## config.mk

```make
export PLATFORM = sky130hd
export DESIGN_NAME = reset_sequencer
export DESIGN_NICKNAME = d
export VERILOG_FILES = /design/src/rtl/j1sc_clk_pkg.sv /design/src/rtl/sync_debounce.sv /design/src/rtl/reset_sequencer.sv
export SDC_FILE = /design/constraint.sdc
export NUM_CORES = 1
export LEC_CHECK = 0
export ABC_AREA = 1
export CAP_MARGIN = 25
export CORE_MARGIN = 2
export CORE_UTILIZATION = 55
export DETAILED_ROUTE_END_ITERATION = 8
export PLACE_DENSITY = 0.72
export RECOVER_POWER = 100
export SLEW_MARGIN = 30
export SYNTH_ARGS = -nofsm -noshare
export SYNTH_HDL_FRONTEND = slang
export SYNTH_SLANG_ARGS = --single-unit
```

## constraint.sdc

```tcl
create_clock -name clk -period 2.9 [get_ports clk]
set_input_delay 0.87 -clock clk [delete_from_list [all_inputs] [get_ports clk]]
set_output_delay 0.87 -clock clk [all_outputs]
set_load 0.01 [all_outputs]
```

## src/rtl/j1sc_clk_pkg.sv

```systemverilog
// rtl/j1sc_clk_pkg.sv - shared state enum and 80 MHz core-clock defaults for reset sequencing
package j1sc_clk_pkg;

   typedef enum logic [1:0] {
      WAIT_LOCK = 2'd0,
      HOLD      = 2'd1,
      RUN       = 2'd2
   } seq_state_e;

   // 10 ms debounce window at 80 MHz
   localparam int DEFAULT_SYNC_STAGES     = 2;
   localparam int DEFAULT_DEBOUNCE_CYCLES = 800000;
   localparam int DEFAULT_HOLD_CYCLES     = 1024;

   function automatic int width_min1(input int n);
      return (n > 1) ? $clog2(n) : 1;
   endfunction

endpackage

```

## src/rtl/sync_debounce.sv

```systemverilog
// rtl/sync_debounce.sv - button synchroniser and stable-level debouncer
module sync_debounce
   import j1sc_clk_pkg::*;
#(
   parameter int SYNC_STAGES     = DEFAULT_SYNC_STAGES,
   parameter int DEBOUNCE_CYCLES = DEFAULT_DEBOUNCE_CYCLES
) (
   input  logic clk_i,
   input  logic reset_i,
   input  logic btn_i,
   output logic btn_stable_o
);

   localparam int              DB_W    = width_min1(DEBOUNCE_CYCLES);
   localparam logic [DB_W-1:0] DB_LAST = DB_W'(DEBOUNCE_CYCLES - 1);

   logic [SYNC_STAGES-1:0] sync_q, sync_d;
   logic [DB_W-1:0]        db_cnt_q, db_cnt_d;
   logic                   stable_q, stable_d;
   logic                   btn_s;

   assign btn_s        = sync_q[SYNC_STAGES-1];
   assign btn_stable_o = stable_q;

   // A change is accepted only after DEBOUNCE_CYCLES consecutive disagreeing samples
   always_comb begin
      sync_d   = {sync_q[SYNC_STAGES-2:0], btn_i};
      stable_d = stable_q;
      db_cnt_d = '0;
      if (btn_s != stable_q) begin
         if (db_cnt_q == DB_LAST) begin
            stable_d = btn_s;
         end else begin
            db_cnt_d = db_cnt_q + DB_W'(1);
         end
      end
   end

   always_ff @(posedge clk_i) begin
      if (reset_i) begin
         sync_q   <= '0;
         db_cnt_q <= '0;
         stable_q <= 1'b0;
      end else begin
         sync_q   <= sync_d;
         db_cnt_q <= db_cnt_d;
         stable_q <= stable_d;
      end
   end

endmodule

```

## src/rtl/reset_sequencer.sv

```systemverilog
// rtl/reset_sequencer.sv - J1 core reset generation from MMCM lock and board reset button
module reset_sequencer
   import j1sc_clk_pkg::*;
#(
   parameter int SYNC_STAGES     = DEFAULT_SYNC_STAGES,
   parameter int DEBOUNCE_CYCLES = DEFAULT_DEBOUNCE_CYCLES,
   parameter int HOLD_CYCLES     = DEFAULT_HOLD_CYCLES,
   parameter bit BTN_ACTIVE_LOW  = 1'b1
) (
   input  logic       clk,
   input  logic       reset,
   input  logic       isLocked,
   input  logic       extResetBtn,
   output logic       coreReset,
   output logic       ready,
   output logic [7:0] lockLossCount
);

   localparam int                HOLD_W    = width_min1(HOLD_CYCLES);
   localparam logic [HOLD_W-1:0] HOLD_LAST = HOLD_W'(HOLD_CYCLES - 1);

   logic [SYNC_STAGES-1:0] lock_sync_q, lock_sync_d;
   logic                   lock_s;
   logic                   btn_press;
   logic                   btn_stable;
   seq_state_e             state_q, state_d;
   logic [HOLD_W-1:0]      hold_cnt_q, hold_cnt_d;
   logic [7:0]             loss_cnt_q, loss_cnt_d;
   logic                   core_reset_q, core_reset_d;
   logic                   ready_q, ready_d;

   assign lock_sync_d = {lock_sync_q[SYNC_STAGES-2:0], isLocked};
   assign lock_s      = lock_sync_q[SYNC_STAGES-1];
   assign btn_press   = BTN_ACTIVE_LOW ? ~extResetBtn : extResetBtn;

   sync_debounce #(
      .SYNC_STAGES     (SYNC_STAGES),
      .DEBOUNCE_CYCLES (DEBOUNCE_CYCLES)
   ) u_btn (
      .clk_i        (clk),
      .reset_i      (reset),
      .btn_i        (btn_press),
      .btn_stable_o (btn_stable)
   );

   always_ff @(posedge clk) begin
      if (reset) begin
         lock_sync_q  <= '0;
         state_q      <= WAIT_LOCK;
         hold_cnt_q   <= '0;
         loss_cnt_q   <= '0;
         core_reset_q <= 1'b1;
         ready_q      <= 1'b0;
      end else begin
         lock_sync_q  <= lock_sync_d;
         state_q      <= state_d;
         hold_cnt_q   <= hold_cnt_d;
         loss_cnt_q   <= loss_cnt_d;
         core_reset_q <= core_reset_d;
         ready_q      <= ready_d;
      end
   end

   always_comb begin
      state_d    = state_q;
      hold_cnt_d = hold_cnt_q;
      loss_cnt_d = loss_cnt_q;
      case (state_q)
         WAIT_LOCK: begin
            if (lock_s && !btn_stable) begin
               state_d    = HOLD;
               hold_cnt_d = '0;
            end
         end
         HOLD: begin
            if (!lock_s || btn_stable) begin
               state_d = WAIT_LOCK;
            end else if (hold_cnt_q == HOLD_LAST) begin
               state_d = RUN;
            end else begin
               hold_cnt_d = hold_cnt_q + HOLD_W'(1);
            end
         end
         RUN: begin
            // A simultaneous lock loss and button press counts once
            if (!lock_s || btn_stable) begin
               state_d = WAIT_LOCK;
               if (!lock_s && loss_cnt_q != 8'hFF) begin
                  loss_cnt_d = loss_cnt_q + 8'd1;
               end
            end
         end
         default: state_d = WAIT_LOCK;
      endcase
   end

   always_comb begin
      core_reset_d = (state_d != RUN);
      ready_d      = (state_d == RUN);
   end

   assign coreReset     = core_reset_q;
   assign ready         = ready_q;
   assign lockLossCount = loss_cnt_q;

endmodule

```

==> run_results.csv <==
group,metric,value,unit
status,status,"completed",
routing,drcViolationCount,0,
place,dpl_cell_area,2490,um2
finish,layout-drive-gt1-share,7.39,%
clock_tree,htree_num_levels,2,
grt,grt_overflow_total,0,
place,hpwlAfterDp,3250,um
finish,n_antenna_cell,0,
worst_setup_path,cpLargestDelayFamily,"buffers and inverters",
clock_tree,clkLatencyLatePin,0.31,ns
worst_setup_path,cp_endpoint_kind,"primary output",
floorplan,core,4030,um2
worst_setup_path,path_max_fanout,5,
logic_synthesis,postSynthCellCount,334,
finish,layoutNonFillerInstCount,402,
worst_setup_path,timing.critical_path.required,2.03,ns
finish,layout.cells.most_common,"sky130_fd_sc_hd__nand2_1",
worst_setup_path,worstSetupStartpointType,"flip-flop",
sta,layout_setup_ws,0.670,ns
worst_setup_path,timing.critical_path.cells,"dlygate4sd3_1",
logic_synthesis,synthDistinctLibCells,29,
routing,drt_iter0_markers,110,
clock_tree,clock_tree.buffer_depth,2,
finish,final.fill_count,387,
sta,worstMarginPinSlew,0.685,ns
finish,design.final.nets,358,
sta,maxSlewHeadroom,54.2,%
clock_tree,cts_resized,0,
pwr,peakVddDrop,0.290,mV
routing,detail-route-antenna-nets,0,
pwr,switching_power,251,uW
finish,layout_common_cells,"sky130_fd_sc_hd__nand2_1 (80), sky130_fd_sc_hd__nor2_1 (62), sky130_fd_sc_hd__dfxtp_1 (47)",
clock_tree,cts.repair_timing.setup_buffer_count,0,
floorplan,initial_utilization,57.6,%
logic_synthesis,mappedNetlistNets,341,
logic_synthesis,syn_area_per_cell,6.95,um2
sta,grt_setup_unrepaired,"false",
clock_tree,cts-buffers-inserted,5,
sta,holdWs,0.407,ns
floorplan,die_h,69.0,um
worst_setup_path,critical_path.max_stage_delay,0.63,ns
pwr,share_clk_of_total_power,37.0,%
grt,grt_pass1_wl,7130,um
floorplan,floorplan.io_pins,14,
pwr,portion_of_total_power_attributed_to_sequential_cells,60.3,%
worst_setup_path,critPathKind,"flip-flop to primary output",
routing,routed_via_density,5.01,
routing,vias,2014,
sta,setup_total_negative_slack,0,ns
sta,setup-violations-final,0,
sta,maxClockFrequency,448,MHz
place,dpl_worst_slack,0.731,ns
routing,first_pass_iters,4,
pwr,cell_internal_pwr,834,uW
floorplan,dieArea,4760,um2
pwr,switching_share,23.2,%
logic_synthesis,synth_seq_cells,47,
clock_tree,cts_tree,"yes",
sta,skew,0.00832,ns
logic_synthesis,yosysWarningCount,0,
pwr,power_per_cell_area,423,nW/um2
grt,via_count_of_the_first_global_routing_pass,1614,
place,gp_congestion,0.803,
grt,grt_util_all_layers,20.3,%
pwr,power.static_leakage,0.000985,uW
worst_setup_path,worstPathArrival,1.36,ns
clock_tree,numClockSinks,47,
clock_tree,ctsHoldBuffers,0,
logic_synthesis,netlist_area_pre_place,2320,um2
floorplan,chipWidth,69.0,um
worst_hold_path,min-delay-path-class,"flip-flop to flip-flop",
routing,drt-total-wl,4260,um
grt,grt_max_degree,21,
flow_run,timing.max_cap.violations,0,
place,io_buffers,13,
routing,wl_per_cell,10.6,um
sta,final_period_minus_worst_setup_slack,2.23,ns
finish,final_standard_cell_area_without_fillers,2560,um2
clock_tree,clkSlewWorstSetupHoldPaths,0.09,ns
worst_setup_path,critPathSlowestCell,"sky130_fd_sc_hd__dlygate4sd3_1",
finish,multi_input_comb_area,1170,um2
logic_synthesis,seq_area_frac_synth,40.5,%
sta,fin_hold_viols,0,
grt,antenna_found_initial,0,
pwr,comb_power_share,2.7,%
floorplan,placement_rows,23,
finish,sequential_cell_area,941,um2
finish,syn2layout_area_growth,10.4,%
sta,maxSlewViolCount,0,
clock_tree,ctsRootBufferMaster,"sky130_fd_sc_hd__clkbuf_8",
sta,layout_worst_path_cycle_share,76.9,%
worst_setup_path,crit_buf_inv,1,
place,dpl_cells,394,
flip-flops by register name, summed over array words and instances, names as in the netlist:
signal	count
coreReset	1
hold_cnt_q	10
lockLossCount	8
lock_sync_q	2
ready	1
state_q	2
u_btn.btn_stable_o	1
u_btn.db_cnt_q	20
u_btn.sync_q	2
metrics by stage:
step | power, uW | util, %
finish | 1080 | 63.6
global route | 1130 | 63.6
CTS | 1100 | 64.0
detailed placement | 700 | 61.8
global placement | 699 | 61.8
floorplan | 691 | -
metal layers:
| layer | track usage [%] | wire length [um] | vias up |
|---|---|---|---|
| met1 | 28.4 | 2140 | 894 |
| met2 | 30.0 | 1850 | 30 |
| met4 | 8.82 | 82 | 0 |
| met5 | 0 | 0 | - |
| li1 | - | - | 1082 |
| met3 | 4.38 | 190 | 8 |
worst paths after layout:
check | startpoint | to | slack [ns] | cells after the start
max | lockLossCount[3]$_SDFFE_PP0P_ | lockLossCount[3] | 0.67 | 1
min | lock_sync_q[0]$_SDFF_PP0_ | lock_sync_q[1]$_SDFF_PP0_ | 0.41 | 2
max reg2reg | u_btn.db_cnt_q[0]$_SDFF_PP0_ | u_btn.db_cnt_q[10]$_SDFF_PP0_ | 0.98 | 8
min reg2reg | lock_sync_q[0]$_SDFF_PP0_ | lock_sync_q[1]$_SDFF_PP0_ | 0.41 | 2
power by group through the flow:
stage | Clock [uW] | Sequential [uW] | Combinational [uW]
2_1_floorplan | 0 | 668 | 22.2
3_3_place_gp | 0 | 669 | 30.6
3_5_place_dp | 0 | 669 | 31.1
4_1_cts | 418 | 654 | 31.2
5_1_grt | 438 | 655 | 34.1
6_report | 402 | 654 | 29.3
synth_stat cells:
master	n	area, um2
sky130_fd_sc_hd__o21ai_0	9	45.0
sky130_fd_sc_hd__nand2_2	5	31.3
sky130_fd_sc_hd__nand2_1	78	293
sky130_fd_sc_hd__a21oi_2	1	8.76
sky130_fd_sc_hd__buf_6	2	22.5
sky130_fd_sc_hd__or2_1	2	12.5
sky130_fd_sc_hd__xor2_1	8	70.1
sky130_fd_sc_hd__or2_2	1	6.26
sky130_fd_sc_hd__nand3b_1	1	7.51
sky130_fd_sc_hd__inv_1	42	158
sky130_fd_sc_hd__nor2_2	5	31.3
sky130_fd_sc_hd__o2111ai_1	1	8.76
sky130_fd_sc_hd__ha_1	3	37.5
sky130_fd_sc_hd__a21oi_1	18	90.1
sky130_fd_sc_hd__nor2_1	62	233
sky130_fd_sc_hd__nor3_1	5	25.0
sky130_fd_sc_hd__nor2_4	2	22.5
sky130_fd_sc_hd__dfxtp_1	47	941
sky130_fd_sc_hd__nand3_2	3	30.0
sky130_fd_sc_hd__buf_4	1	7.51
sky130_fd_sc_hd__a31oi_1	1	6.26
sky130_fd_sc_hd__clkbuf_1	1	3.75
sky130_fd_sc_hd__inv_2	2	7.51
sky130_fd_sc_hd__nand4_1	10	62.6
sky130_fd_sc_hd__nand3_1	16	80.1
sky130_fd_sc_hd__nand4_4	1	21.3
sky130_fd_sc_hd__nor3_2	2	20.0
sky130_fd_sc_hd__o21ai_1	1	5.00
sky130_fd_sc_hd__xnor2_1	4	35.0
logic make-up (layout without fill, tap and decap cells):
logic type / count (synthesis) / in the layout / share of synthesized area (%)
flip-flops: 47 / 47 / 40.5
AO/OA/AOI/OAI: 31 / 31 / 7.06
AND/OR/NAND/NOR: 193 / 193 / 37.7
adder cells (fa/ha/maj): 3 / 3 / 1.62
buffers and inverters: 48 / 66 / 8.57
XOR/XNOR: 12 / 12 / 4.53
area by class of cell:
cell class | instances | share of cell area, %
clock inverter | 2 | 0.634
sequential | 47 | 36.7
clock buffer | 6 | 2.83
inverter | 44 | 6.44
multi-input combinational | 239 | 45.7
tap | 50 | 2.44
timing repair buffer | 14 | 5.22
(Power assumes the default switching activity.)
